File: src/rtl/alloc_pkg.sv
// ============================================================================
// alloc_pkg : shared types and width helpers for the packet allocator
// Rev 1.0   : initial release
// ============================================================================
`default_nettype none

package alloc_pkg;

   typedef enum logic [0:0] {
      IDLE = 1'b0,
      XFER = 1'b1
   } alloc_state_t;

   // Index width that stays legal (>=1 bit) even for a range of one value
   function automatic int width_of(input int n);
      return (n > 1) ? $clog2(n) : 1;
   endfunction

   localparam int NREQ_DEF    = 4;
   localparam int CREDITS_DEF = 8;
   localparam int MAX_LEN_DEF = 16;
   localparam int LENW_DEF    = width_of(MAX_LEN_DEF);
   localparam int IDXW_DEF    = width_of(NREQ_DEF);
   localparam int CRW_DEF     = $clog2(CREDITS_DEF + 1);

endpackage

`default_nettype wire

File: src/rtl/credit_counter.sv
// ============================================================================
// credit_counter : downstream free-slot tracker with sticky overflow flag
// Rev 1.0        : initial release
// ============================================================================
`default_nettype none

module credit_counter #(
   parameter int CREDITS = 8,
   parameter int CW      = $clog2(CREDITS + 1)
) (
   input  logic          clk,
   input  logic          rst,
   input  logic          i_consume,
   input  logic          i_return,
   output logic [CW-1:0] o_count,
   output logic          o_nonzero,
   output logic          o_err_credit
);

   localparam logic [CW-1:0] C_FULL = CW'(CREDITS);
   localparam logic [CW-1:0] C_ONE  = CW'(1);

   logic [CW-1:0] r_count;
   logic          r_err;

   always_ff @(posedge clk) begin
      if (rst) begin
         r_count <= C_FULL;
         r_err   <= 1'b0;
      end else begin
         case ({i_consume, i_return})
            2'b10: begin
               if (r_count != '0) r_count <= r_count - C_ONE;
            end
            2'b01: begin
               // A return with the buffer already empty downstream is a protocol error
               if (r_count == C_FULL) r_err   <= 1'b1;
               else                   r_count <= r_count + C_ONE;
            end
            default: ;
         endcase
      end
   end

   assign o_count      = r_count;
   assign o_nonzero    = (r_count != '0);
   assign o_err_credit = r_err;

endmodule

`default_nettype wire

File: src/rtl/packet_allocator.sv
// ============================================================================
// packet_allocator : round-robin, packet-granular, credit-gated output arbiter
//                    Optional watchdog enabled by ALLOC_WATCHDOG_EN
// Rev 1.0          : initial release
// ============================================================================
`default_nettype none

module packet_allocator
   import alloc_pkg::*;
#(
   parameter  int NREQ      = NREQ_DEF,
   parameter  int CREDITS   = CREDITS_DEF,
   parameter  int MAX_LEN   = MAX_LEN_DEF,
   parameter  int WD_CYCLES = 256,
   localparam int LENW      = width_of(MAX_LEN),
   localparam int IDXW      = width_of(NREQ),
   localparam int CRW       = $clog2(CREDITS + 1)
) (
   input  logic                 CLK,
   input  logic                 RST,
   input  logic [NREQ-1:0]      req,
   input  logic [NREQ*LENW-1:0] len,
   input  logic [NREQ-1:0]      flit_valid,
   input  logic                 credit_return,
   output logic [NREQ-1:0]      grant,
   output logic [IDXW-1:0]      grant_idx,
   output logic                 grant_valid,
   output logic                 flit_accept,
   output logic [CRW-1:0]       credits,
   output logic                 err_credit,
   output logic                 abort
);

   alloc_state_t    r_state;
   logic [IDXW-1:0] r_last;
   logic [LENW-1:0] r_remaining;
   logic [NREQ-1:0] r_grant;
   logic [IDXW-1:0] r_idx;
   logic            r_gv;
   logic            r_abort;

   logic            w_pick_found;
   logic [IDXW-1:0] w_pick_idx;
   logic [IDXW-1:0] w_cand;
   logic [LENW-1:0] w_len [NREQ];
   logic            w_cr_nonzero;
   logic            w_accept;
   logic            w_wd_expire;

   for (genvar g = 0; g < NREQ; g++) begin : g_len
      assign w_len[g] = len[g*LENW +: LENW];
   end

   // Search starts one past the last winner so the last winner ranks lowest
   always_comb begin
      w_pick_found = 1'b0;
      w_pick_idx   = '0;
      w_cand       = '0;
      for (int k = 1; k <= NREQ; k++) begin
         w_cand = IDXW'((int'(r_last) + k) % NREQ);
         if (!w_pick_found && req[w_cand]) begin
            w_pick_found = 1'b1;
            w_pick_idx   = w_cand;
         end
      end
   end

   assign w_accept = (r_state == XFER) && flit_valid[r_idx] && w_cr_nonzero && !w_wd_expire;

   credit_counter #(
      .CREDITS (CREDITS),
      .CW      (CRW)
   ) u_credit (
      .clk          (CLK),
      .rst          (RST),
      .i_consume    (w_accept),
      .i_return     (credit_return),
      .o_count      (credits),
      .o_nonzero    (w_cr_nonzero),
      .o_err_credit (err_credit)
   );

`ifdef ALLOC_WATCHDOG_EN
   localparam int WDW = $clog2(WD_CYCLES + 1);

   logic [WDW-1:0] r_wd_cnt;

   // Counts only true source starvation; a credit stall is not the source's fault
   always_ff @(posedge CLK) begin
      if (RST || (r_state != XFER) || w_accept) begin
         r_wd_cnt <= '0;
      end else if (!flit_valid[r_idx] && (r_wd_cnt != WDW'(WD_CYCLES))) begin
         r_wd_cnt <= r_wd_cnt + WDW'(1);
      end
   end

   assign w_wd_expire = (r_state == XFER) && (r_wd_cnt == WDW'(WD_CYCLES));
`else
   assign w_wd_expire = (WD_CYCLES < 0);
`endif

   always_ff @(posedge CLK) begin
      if (RST) begin
         r_state     <= IDLE;
         r_last      <= IDXW'(NREQ - 1);
         r_remaining <= '0;
         r_grant     <= '0;
         r_idx       <= '0;
         r_gv        <= 1'b0;
         r_abort     <= 1'b0;
      end else begin
         r_abort <= 1'b0;
         case (r_state)
            IDLE: begin
               if (w_pick_found) begin
                  r_state     <= XFER;
                  r_grant     <= NREQ'(1) << w_pick_idx;
                  r_idx       <= w_pick_idx;
                  r_gv        <= 1'b1;
                  r_remaining <= w_len[w_pick_idx];
                  r_last      <= w_pick_idx;
               end
            end
            XFER: begin
               if (w_wd_expire) begin
                  r_state <= IDLE;
                  r_grant <= '0;
                  r_gv    <= 1'b0;
                  r_abort <= 1'b1;
               end else if (w_accept) begin
                  if (r_remaining == '0) begin
                     r_state <= IDLE;
                     r_grant <= '0;
                     r_gv    <= 1'b0;
                  end else begin
                     r_remaining <= r_remaining - LENW'(1);
                  end
               end
            end
            default: r_state <= IDLE;
         endcase
      end
   end

   assign grant       = r_grant;
   assign grant_idx   = r_idx;
   assign grant_valid = r_gv;
   assign flit_accept = w_accept;
   assign abort       = r_abort;

endmodule

`default_nettype wire
File: config.mk
export PLATFORM = sky130hd
export DESIGN_NAME = packet_allocator
export DESIGN_NICKNAME = d
export VERILOG_FILES = /design/src/rtl/alloc_pkg.sv /design/src/rtl/credit_counter.sv /design/src/rtl/packet_allocator.sv
export SDC_FILE = /design/constraint.sdc
export NUM_CORES = 1
export LEC_CHECK = 0
export BUFFER_PORTS_ARGS = -buffer_cell sky130_fd_sc_hd__buf_2
export CELL_PAD_IN_SITES_DETAIL_PLACEMENT = 2
export CELL_PAD_IN_SITES_GLOBAL_PLACEMENT = 2
export CORE_ASPECT_RATIO = 0.7
export CORE_MARGIN = 4
export CORE_UTILIZATION = 28
export DETAILED_ROUTE_END_ITERATION = 10
export PLACE_DENSITY = 0.75
export SLEW_MARGIN = 20
export SYNTH_ARGS = -nofsm -noshare
export SYNTH_HDL_FRONTEND = slang
export SYNTH_HIERARCHICAL = 1
export SYNTH_SLANG_ARGS = --single-unit
File: constraint.sdc
create_clock -name CLK -period 3.2 [get_ports CLK]
set_input_delay 0.48 -clock CLK [delete_from_list [all_inputs] [get_ports CLK]]
set_output_delay 0.48 -clock CLK [all_outputs]
set_load 0.1 [all_outputs]
==> run summary, run 1 <==
STATUS
--------------------------------------------------------------------------------
Result of the run                                                   complete, no violations

DIE
--------------------------------------------------------------------------------
Row count                                                                     19
Die outline area                                                        5560 um2
Die Wd                                                                   87.5 um
Die height                                                               63.6 um
Core Footprint                                                          4090 um2
Ports                                                                         41
Initial Util                                                               30.3%

TIMING
--------------------------------------------------------------------------------
Highest achievable clock rate                                          0.338 GHz
Fin crit share                                                             92.5%
Final-layout setup total negative slack                                     0 ns
Least-Margin Pin Slew                                                   0.938 ns
Setup repair after global routing missed its margin                        false
Max-Slew Margin vs Limit                                                   37.3%
Max Clock Skew                                                        0.00231 ns
Shortest clock period the worst path allows after layout                 2.96 ns
Max Slew Vio Count                                                             0
Post-route worst hold slack                                             0.478 ns
Setup violators final                                                          0
Number of hold-slack violations in the final timing report                     0

PWR
--------------------------------------------------------------------------------
Sw Pwr                                                                  0.662 mW
Share of total power in sequential cells                                   29.2%
Static Leakage                                                          0.673 nW
Worst ir drop on vdd                                                  0.000350 V
Ratio of total power to cell area                                     813 nW/um2
Clock power frac                                                           14.2%
Cell-internal power                                                     0.558 mW
Net Sw Frac                                                                54.2%
Share of total power in combinational logic                                56.6%

SYNTH
--------------------------------------------------------------------------------
Number of synthesis warnings                                                   6
Mean area per synthesized cell                                          8.36 um2
Synthesized instance count                                                   148
Count of flip-flops with a built-in enable after synthesis                     0
Primary FF master, synth                                            sky130_fd_sc_hd__dfxtp_1
Fraction of registers with async set/reset                                    0%
Net count of the mapped netlist                                              180
Number of distinct library cells after synthesis                              50
Netlist area before placement                                           1240 um2
Flop and latch count out of synthesis                                         19
Post-synthesis sequential area ratio                                       30.7%

DRT
--------------------------------------------------------------------------------
1st-iter DRT viols                                                            51
Post-DR vias/cell                                                           5.38
Routed vias                                                                1,269
DR WL/cell                                                               17.9 um
Detailed-route DRC error count                                                 0
Post-Route WL                                                            4220 um
Antenna Violating Nets Remaining                                               0
Drt pass-1 iters                                                               4

GLOBAL ROUTING
--------------------------------------------------------------------------------
First-pass GRT wire length                                               7040 um
GRT Total Usage                                                            16.0%
Number of antenna violations at the first check in global routing              0
Largest net degree at the start of global routing                             27
Vias in the first global route                                             1,426
Remaining global-route overflow                                                0

CELLS AND AREA
--------------------------------------------------------------------------------
# diodes                                                                       0
Fin area                                                                1500 um2
Sequential cell area in the final layout                                 383 um2
Synthesis-to-layout area growth                                            21.2%
Share of cells above drive strength 1                                      27.7%
Multi-input gate area                                                    773 um2
Filler Cells Inserted                                                        501
# nets final                                                                 217

CRITICAL PATH
--------------------------------------------------------------------------------
Register-to-Register Setup Slack                                         0.24 ns
Reg2Reg Launch Point                                                u_credit/o_count[0]
Arrival time worst endpoint                                              3.09 ns
Type of origin of the critical path                                     register
Crit path launch                                                    u_credit/o_count[0]
WS Path Type                                                        register to register
Critical path fanouts, max                                                     9
Worst EP required                                                        3.33 ns
Sort of element at the end of the critical path                         register

CLOCKING
--------------------------------------------------------------------------------
# hold bufs at CTS                                                             0
Longest Clk Path Bufs                                                          2
Total setup buffers inserted after CTS                                         0
Inserted Clock Buffers                                                         3
TritonCTS clock tree                                                       built
Number of H-tree levels                                                        1
Root buffer cell                                                    sky130_fd_sc_hd__clkbuf_8
Quantity of gates resized following cts                                        0
CTS clk-pin slew, worst paths                                            0.08 ns
Clock insertion delay at the later pin of the skew report                0.26 ns
Clock net sink count                                                          19

HOLD PATH
--------------------------------------------------------------------------------
Worst hold path class                                               register to register
Hold_sp                                                             u_credit/o_err_credit

PLACEMENT
--------------------------------------------------------------------------------
Sum of net half-perimeters after detailed placement                      3280 um
Routability Congestion                                                     0.705
Port-buffer cells                                                             39
Cell area reported after detailed placement                             1450 um2

JOB
--------------------------------------------------------------------------------
Maximum capacitance violations                                                 0

registers in the layout (all words and copies together), names as in the netlist:
name	cells
r_state	1
grant_valid	1
u_credit/o_count	4
u_credit/o_err_credit	1
grant	4
r_last	2
r_remaining	4
grant_idx	2
synth_stat cells (2+ instances only):
library cell	instances	area (um2)
sky130_fd_sc_hd__nand2_1	12	45.0
sky130_fd_sc_hd__nor2_1	17	63.8
sky130_fd_sc_hd__nand3b_1	2	15.0
sky130_fd_sc_hd__o21ai_0	3	15.0
sky130_fd_sc_hd__a31oi_1	3	18.8
sky130_fd_sc_hd__nor3_1	4	20.0
sky130_fd_sc_hd__buf_6	2	22.5
sky130_fd_sc_hd__inv_1	8	30.0
sky130_fd_sc_hd__buf_4	2	15.0
sky130_fd_sc_hd__a32oi_1	2	17.5
sky130_fd_sc_hd__xnor2_1	5	43.8
sky130_fd_sc_hd__clkbuf_1	2	7.51
sky130_fd_sc_hd__dfxtp_1	19	380
sky130_fd_sc_hd__a21oi_1	16	80.1
sky130_fd_sc_hd__a211oi_1	3	22.5
sky130_fd_sc_hd__a211o_1	2	17.5
sky130_fd_sc_hd__nand3_1	3	15.0
sky130_fd_sc_hd__nor2b_1	2	12.5
sky130_fd_sc_hd__ha_1	4	50.1
sky130_fd_sc_hd__o211a_1	2	20.0
sky130_fd_sc_hd__mux2i_1	6	60.1
placed cells by master (no fill, tap or decap), drive strengths merged, types with 2 or more instances in the layout:
| cell type | count |
|---|---|
| buf | 40 |
| nor2 | 17 |
| nor2b | 2 |
| ha | 4 |
| xnor2 | 5 |
| mux2i | 6 |
| nand3b | 2 |
| o211a | 2 |
| o221a | 2 |
| inv | 8 |
| a32oi | 2 |
| clkbuf | 3 |
| a211oi | 3 |
| a21oi | 17 |
| nor3 | 5 |
| a31oi | 3 |
| dfxtp | 19 |
| a211o | 2 |
| o21ai | 3 |
| nand2 | 12 |
| nand3 | 3 |
critical path: stages (launching register included):
cell,delay [ns]
sky130_fd_sc_hd__dfxtp_1,0.39
sky130_fd_sc_hd__nor3_2,0.41
sky130_fd_sc_hd__nand2_1,0.11
sky130_fd_sc_hd__and3_1,0.29
sky130_fd_sc_hd__and2b_1,0.35
sky130_fd_sc_hd__inv_1,0.13
sky130_fd_sc_hd__ha_1,0.36
sky130_fd_sc_hd__nand3_1,0.17
sky130_fd_sc_hd__a2111oi_0,0.49
sky130_fd_sc_hd__a211oi_1,0.14
layout make-up:
class / count / share of cell area (%)
multi-input cells: 113 / 51.5
well taps: 52 / 4.34
clock inverters: 1 / 0.334
inverters: 8 / 2.00
repair buffers: 40 / 13.5
clock buffers: 3 / 2.75
flip-flops and latches: 19 / 25.5
through the flow:
step / cells / total power, mW / utilization, % / worst slack [ns]
6_report: 236 / 1.22 / 36.7 / 0.239
5_1_grt: 236 / 1.30 / 36.7 / 0.0133
4_1_cts: 236 / 1.23 / 36.7 / 0.313
3_5_place_dp: 232 / 1.05 / 35.6 / 0.160
3_3_place_gp: 232 / 1.02 / 35.6 / 0.343
2_1_floorplan: 148 / 0.904 / - / 0.0848
layer usage:
| metal | share of wire, % | global-route usage (%) | vias up | wire length (um) |
|---|---|---|---|---|
| met3 | 4.9 | 4.56 | 2 | 208 |
| met5 | 0 | 0 | - | 0 |
| met2 | 48 | 26.8 | 26 | 2030 |
| li1 | - | - | 613 | - |
| met4 | 0.26 | 1.72 | 0 | 11 |
| met1 | 47 | 20.9 | 628 | 1970 |
logic make-up after synthesis:
group	share of synthesized area, %
adder cells (fa/ha/maj)	5.66
other	0.303
buffers and inverters	6.77
AO/OA/AOI/OAI	25.8
XOR/XNOR	3.54
flip-flops	30.7
multiplexers	6.67
AND/OR/NAND/NOR	20.5
power groups by stage:
stage / Combinational, mW / Sequential [mW] / Clock [mW]
3_3_place_gp: 0.659 / 0.358 / 0
6_report: 0.690 / 0.356 / 0.173
2_1_floorplan: 0.314 / 0.589 / 0
3_5_place_dp: 0.686 / 0.363 / 0
4_1_cts: 0.692 / 0.358 / 0.178
5_1_grt: 0.740 / 0.370 / 0.194
path summary, 6_finish.rpt:
| kind | end | depth (start not counted) |
|---|---|---|
| setup / recovery | u_credit/o_count[3] | 9 |
| hold / removal | u_credit/o_err_credit | 2 |
| setup reg to reg | u_credit/o_count[3] | 9 |
| hold reg to reg | u_credit/o_err_credit | 2 |
Note: power is estimated with default switching activity, not from simulation.
==> run 2: changes to the inputs <==
--- a/config.mk
+++ b/config.mk
@@ -10,9 +10,10 @@
 export CELL_PAD_IN_SITES_GLOBAL_PLACEMENT = 2
 export CORE_ASPECT_RATIO = 0.7
 export CORE_MARGIN = 4
-export CORE_UTILIZATION = 28
+export CORE_UTILIZATION = 29
+export CTS_BUF_LIST = sky130_fd_sc_hd__clkbuf_8
 export DETAILED_ROUTE_END_ITERATION = 10
-export PLACE_DENSITY = 0.75
+export PLACE_DENSITY = 0.78
 export SLEW_MARGIN = 20
 export SYNTH_ARGS = -nofsm -noshare
 export SYNTH_HDL_FRONTEND = slang
==> run 2 against run 1 <==
Effect of this change: sequential share of layout area hardly changed; final cell count stayed put; setup slack worse by 0.10 ns; die area is 3.1% lower; via count is 1.3% lower; register-to-register slack worse by 0.10 ns; clock power hardly changed; critical path type unchanged.
==> run summary, run 2 (synthesis results as in run 1) <==
STATUS
----------------------------------------------------------------------------------
Result of the run                                                     complete, no violations

GLOBAL ROUTING
----------------------------------------------------------------------------------
Met2 Usage GRT                                                               28.7%
Number of antenna violations at the first check in global routing                0
Busiest layer in global routing                                               met2
First-pass GRT wire length                                                 7090 um
Met3 global-route usage                                                      4.35%
Largest net degree at the start of global routing                               27
Remaining global-route overflow                                                  0
Met1 Track Usage GR                                                          20.0%
GRT Total Usage                                                              16.3%
Vias in the first global route                                               1,444

TIMING
----------------------------------------------------------------------------------
Final-layout setup total negative slack                                       0 ns
Least-Margin Pin Slew                                                     0.985 ns
Max-Slew Margin vs Limit                                                     34.1%
Setup violators final                                                            0
Highest achievable clock rate                                            0.327 GHz
Shortest clock period the worst path allows after layout                   3.06 ns
Fin crit share                                                               95.6%
Max Slew Vio Count                                                               0
Setup repair after global routing missed its margin                          false
Number of hold-slack violations in the final timing report                       0
Max Clock Skew                                                          0.00183 ns

CRITICAL PATH
----------------------------------------------------------------------------------
Type of origin of the critical path                                       register
Arrival time worst endpoint                                                3.18 ns
Family of cells with the greatest summed delay on the critical path   simple AND/OR/NAND/NOR gates
FF-to-FF path depth                                                              8
End of the critical path                                              u_credit/o_count[3]
Worst EP required                                                          3.32 ns
Reg2Reg Launch Point                                                  grant_idx[0]
Delay of the slowest critical-path stage                                   0.57 ns
Sort of element at the end of the critical path                           register
Capture instance of the worst register-to-register path               u_credit/o_count[3]
Critical path depth in cells                                                     8
CP max stage cell                                                     sky130_fd_sc_hd__a2111oi_1
Crit path launch                                                      grant_idx[0]
Register-to-Register Setup Slack                                           0.14 ns
CP bufs+invs                                                                     1
WS Path Type                                                          register to register
Critical path fanouts, max                                                       9
Sequence of cells on the critical path                                mux4_2 > and3_1 > and2b_1 > inv_1 > ha_1 > nand3_1 > a2111oi_1 > a211oi_1

DIE
----------------------------------------------------------------------------------
Row count                                                                       19
Ports                                                                           41
Die height                                                                 62.7 um
Initial Util                                                                 30.8%
Die outline area                                                          5390 um2
Die Wd                                                                     86.1 um
Core Footprint                                                            4020 um2

CELLS AND AREA
----------------------------------------------------------------------------------
Commonest cells after routing, fill and taps aside                    sky130_fd_sc_hd__buf_2 (39), sky130_fd_sc_hd__nor2_1 (17), sky130_fd_sc_hd__dfxtp_1 (17)
Synthesis-to-layout area growth                                              21.3%
# nets final                                                                   217
# diodes                                                                         0
Most common library cell in the layout ignoring fill and taps         sky130_fd_sc_hd__buf_2
Share of cells above drive strength 1                                        27.7%
Sequential cell area in the final layout                                   383 um2
Fin area                                                                  1500 um2
Filler Cells Inserted                                                          466
Multi-input gate area                                                      774 um2

CLOCKING
----------------------------------------------------------------------------------
Clock net sink count                                                            19
Number of H-tree levels                                                          1
TritonCTS clock tree                                                         built
Longest Clk Path Bufs                                                            2
# hold bufs at CTS                                                               0
Root buffer cell                                                      sky130_fd_sc_hd__clkbuf_8
Clock insertion delay at the later pin of the skew report                  0.26 ns
CTS clk-pin slew, worst paths                                              0.07 ns
Inserted Clock Buffers                                                           3

PWR
----------------------------------------------------------------------------------
Ratio of total power to cell area                                       810 nW/um2
Worst ir drop on vdd                                                    0.000309 V
Static Leakage                                                            0.673 nW

DRT
----------------------------------------------------------------------------------
Post-DR vias/cell                                                             5.31
Detailed-route DRC error count                                                   0
Routed vias                                                                  1,252
1st-iter DRT viols                                                              71
DR WL/cell                                                                 17.8 um
Antenna Violating Nets Remaining                                                 0
Drt pass-1 iters                                                                 4
Post-Route WL                                                              4210 um

PLACEMENT
----------------------------------------------------------------------------------
Sum of net half-perimeters after detailed placement                        3310 um
Cell area reported after detailed placement                               1450 um2
Routability Congestion                                                       0.722
Port-buffer cells                                                               39

JOB
----------------------------------------------------------------------------------
Maximum capacitance violations                                                   0

HOLD PATH
----------------------------------------------------------------------------------
Worst hold path class                                                 register to register

-- run 2: cell count changes in the layout (fill, tap and decap cells not counted) --
| cell | delta |
|---|---|
| sky130_fd_sc_hd__a2111oi_0 | -1 |
| sky130_fd_sc_hd__a2111oi_1 | +1 |
-- run 2: power breakdown --
| group | internal (mW) | switching (mW) |
|---|---|---|
| clock | 0.0866 | 0.0842 |
| sequential | 0.288 | 0.0699 |
| combinational | 0.184 | 0.504 |
-- run 2: layout make-up --
| class | instances | area share, % |
|---|---|---|
| clock inverter | 1 | 0.333 |
| inverter | 8 | 2.00 |
| sequential | 19 | 25.5 |
| clock buffer | 3 | 2.75 |
| tap | 52 | 4.33 |
| timing repair buffer | 40 | 13.5 |
| multi-input combinational | 113 | 51.6 |
-- run 2: layer usage --
metal / up-vias / part of all wire (%)
li1: 612 / -
met1: 613 / 46
met2: 25 / 49
met3: 2 / 4.5
met4: 0 / 0.26
met5: - / 0
-- run 2: what timing repair did --
item | 4_1_cts | 5_1_grt
gates resized for setup | 0 | 1
endpoints found under the setup margin | 0 | 1
buffers inserted | 0 | 0
-- run 2: worst min-delay path, cell delays in order, from the launching register on --
cell and delay, ns:
sky130_fd_sc_hd__dfxtp_1 0.33, sky130_fd_sc_hd__nand2_1 0.06, sky130_fd_sc_hd__a21oi_1 0.06
-- run 2: per-stage QoR --
step | utilization (%) | setup WS [ns] | instances | hold slack [ns] | power (mW)
2_1_floorplan | - | 0.0848 | 148 | 0.449 | 0.904
3_3_place_gp | 36.2 | 0.344 | 232 | 0.462 | 1.01
3_5_place_dp | 36.2 | -0.0463 | 232 | 0.485 | 1.05
4_1_cts | 37.3 | 0.127 | 236 | 0.498 | 1.23
5_1_grt | 37.4 | 0.0277 | 236 | 0.531 | 1.30
6_report | 37.4 | 0.139 | 236 | 0.487 | 1.22
-- run 2: how the worst min path moves through the flow --
stage                                from                    end  slack, ns  cells past startpoint
global placement             grant_idx[1]           grant_idx[1]       0.46                      2
finish                     r_remaining[1]         r_remaining[1]       0.49                      2
detailed placement  u_credit/o_err_credit  u_credit/o_err_credit       0.49                      2
floorplan                  r_remaining[1]         r_remaining[1]       0.45                      2
global route        u_credit/o_err_credit  u_credit/o_err_credit       0.53                      2
CTS                        r_remaining[1]         r_remaining[1]       0.50                      2
==> run 3: changes to the inputs <==
--- a/config.mk
+++ b/config.mk
@@ -6,14 +6,14 @@
 export NUM_CORES = 1
 export LEC_CHECK = 0
 export BUFFER_PORTS_ARGS = -buffer_cell sky130_fd_sc_hd__buf_2
-export CELL_PAD_IN_SITES_DETAIL_PLACEMENT = 2
-export CELL_PAD_IN_SITES_GLOBAL_PLACEMENT = 2
+export CELL_PAD_IN_SITES_DETAIL_PLACEMENT = 0
+export CELL_PAD_IN_SITES_GLOBAL_PLACEMENT = 1
 export CORE_ASPECT_RATIO = 0.7
 export CORE_MARGIN = 4
-export CORE_UTILIZATION = 29
+export CORE_UTILIZATION = 37
 export CTS_BUF_LIST = sky130_fd_sc_hd__clkbuf_8
 export DETAILED_ROUTE_END_ITERATION = 10
-export PLACE_DENSITY = 0.78
+export PLACE_DENSITY = 0.85
 export SLEW_MARGIN = 20
 export SYNTH_ARGS = -nofsm -noshare
 export SYNTH_HDL_FRONTEND = slang
==> run 3 against run 2 <==
Effect of this change: clock power hardly changed; die area is 19% lower; first-iteration DRC count is 46% higher; non-clock buffer count stayed put; hold slack worse by 0.014 ns; clock skew hardly changed; critical endpoint unchanged; largest cell class unchanged; highest routed layer unchanged.
==> run summary, run 3 (synthesis results as in run 1) <==
CELLS AND AREA
----------------------------------------------------------------------------------
# nets final                                                                   217
Most common library cell in the layout ignoring fill and taps         sky130_fd_sc_hd__buf_2
Filler Cells Inserted                                                          299
Sequential cell area in the final layout                                   383 um2
Utilization of the core after routing                                        46.9%
Share of cells above drive strength 1                                        27.7%
Multi-input gate area                                                      773 um2
Fin area                                                                  1490 um2
Synthesis-to-layout area growth                                              20.0%
Commonest cells after routing, fill and taps aside                    sky130_fd_sc_hd__buf_2 (39), sky130_fd_sc_hd__nor2_1 (17), sky130_fd_sc_hd__dfxtp_1 (17)
# diodes                                                                         0

CRITICAL PATH
----------------------------------------------------------------------------------
WS Path Type                                                          register to register
Sequence of cells on the critical path                                mux4_2 > and3_1 > and2b_1 > inv_1 > ha_1 > nand3_1 > a2111oi_0 > a211oi_1
Sort of element at the end of the critical path                           register
Worst EP required                                                          3.33 ns
Arrival time worst endpoint                                                2.95 ns
Type of origin of the critical path                                       register
CP bufs+invs                                                                     1
Capture instance of the worst register-to-register path               u_credit/o_count[3]
Family of cells with the greatest summed delay on the critical path   simple AND/OR/NAND/NOR gates
Critical path depth in cells                                                     8
Register-to-Register Setup Slack                                           0.38 ns
Crit path launch                                                      grant_idx[0]
FF-to-FF path depth                                                              8
CP max stage cell                                                     sky130_fd_sc_hd__mux4_2
Delay of the slowest critical-path stage                                   0.51 ns
Critical path fanouts, max                                                       9
End of the critical path                                              u_credit/o_count[3]
Reg2Reg Launch Point                                                  grant_idx[0]

DIE
----------------------------------------------------------------------------------
Die Wd                                                                     77.1 um
Initial Util                                                                 39.0%
Core Footprint                                                            3170 um2
Die outline area                                                          4350 um2
Die height                                                                 56.4 um
Ports                                                                           41
Row count                                                                       17

DRT
----------------------------------------------------------------------------------
Routed vias                                                                  1,227
Post-Route WL                                                              3180 um
Drt pass-1 iters                                                                 4
Antenna Violating Nets Remaining                                                 0
DR WL/cell                                                                 14.3 um
Detailed-route DRC error count                                                   0
Post-DR vias/cell                                                             5.53
1st-iter DRT viols                                                             104

HOLD PATH
----------------------------------------------------------------------------------
Hold_sp                                                               grant_idx[1]
Worst hold path class                                                 register to register

PWR
----------------------------------------------------------------------------------
Ratio of total power to cell area                                       804 nW/um2
Static Leakage                                                            0.669 nW
Worst ir drop on vdd                                                    0.000239 V

TIMING
----------------------------------------------------------------------------------
Setup repair after global routing missed its margin                          false
Fin crit share                                                               88.2%
Highest achievable clock rate                                            0.354 GHz
Number of hold-slack violations in the final timing report                       0
Max Clock Skew                                                          0.00158 ns
Shortest clock period the worst path allows after layout                   2.82 ns
Final-layout setup total negative slack                                       0 ns
Least-Margin Pin Slew                                                      1.01 ns
Max Slew Vio Count                                                               0
Setup violators final                                                            0
Max-Slew Margin vs Limit                                                     32.7%

CLOCKING
----------------------------------------------------------------------------------
Clock insertion delay at the later pin of the skew report                  0.26 ns
Number of H-tree levels                                                          1
Longest Clk Path Bufs                                                            2
Clock net sink count                                                            19
CTS clk-pin slew, worst paths                                              0.07 ns
Inserted Clock Buffers                                                           3
Total setup buffers inserted after CTS                                           0
TritonCTS clock tree                                                         built
# hold bufs at CTS                                                               0
Quantity of gates resized following cts                                          0
Root buffer cell                                                      sky130_fd_sc_hd__clkbuf_8

JOB
----------------------------------------------------------------------------------
Maximum capacitance violations                                                   0

GLOBAL ROUTING
----------------------------------------------------------------------------------
Largest net degree at the start of global routing                               27
GRT Total Usage                                                              14.6%
Vias in the first global route                                               1,170
First-pass GRT wire length                                                 5130 um
Remaining global-route overflow                                                  0
Number of antenna violations at the first check in global routing                0

PLACEMENT
----------------------------------------------------------------------------------
Cell area reported after detailed placement                               1440 um2
Routability Congestion                                                       0.844
Sum of net half-perimeters after detailed placement                        2390 um
Port-buffer cells                                                               39

STATUS
----------------------------------------------------------------------------------
Result of the run                                                     complete, no violations

## run 3: area by class of cell
| cell class | instances | area share (%) |
|---|---|---|
| Clock buffer | 3 | 2.78 |
| Sequential cell | 19 | 25.8 |
| Timing Repair Buffer | 40 | 13.6 |
| Multi-Input combinational cell | 113 | 52.1 |
| Clock inverter | 1 | 0.505 |
| Tap cell | 38 | 3.20 |
| Inverter | 8 | 2.02 |
## run 3: metal layers
layer / track usage, % / share of wire (%) / vias to the layer above
met3: 5.61 / 6.0 / 2
li1: - / - / 615
met5: 0 / 0 / -
met4: 2.28 / 0.38 / 0
met2: 23.7 / 45 / 30
met1: 18.7 / 49 / 580
## run 3: worst min-delay path by stage
| stage | end | slack (ns) | depth (start not counted) |
|---|---|---|---|
| floorplan | r_remaining[1] | 0.45 | 2 |
| CTS | grant_idx[1] | 0.48 | 2 |
| finish | grant_idx[1] | 0.47 | 2 |
| global route | u_credit/o_err_credit | 0.50 | 2 |
| global placement | grant_idx[1] | 0.46 | 2 |
| detailed placement | grant_idx[1] | 0.46 | 2 |
## run 3: worst reg2reg max path: cells and delay by family (launching register included)
family / cells / cell delay (ns)
flops: 1 / 0.36
buf+inv: 1 / 0.12
fa+ha+maj: 1 / 0.35
mux: 1 / 0.51
simple gates: 3 / 0.78
compound gates: 2 / 0.58
## run 3: report_power, final
part	total, mW	switching, mW	internal [mW]	leakage, nW
registers	0.353	0.0655	0.288	0.158
clock network	0.172	0.0846	0.0878	0.0217
logic	0.668	0.485	0.184	0.490
## run 3: metrics by stage
stage          instances  setup WS, ns  hold WS (ns)  total power [mW]
2_1_floorplan        148        0.0848         0.449             0.904
4_1_cts              222         0.408         0.476              1.20
3_5_place_dp         218         0.222         0.465              1.02
3_3_place_gp         218         0.366         0.461              1.01
5_1_grt              222         0.266         0.501              1.26
6_report             222         0.379         0.473              1.19
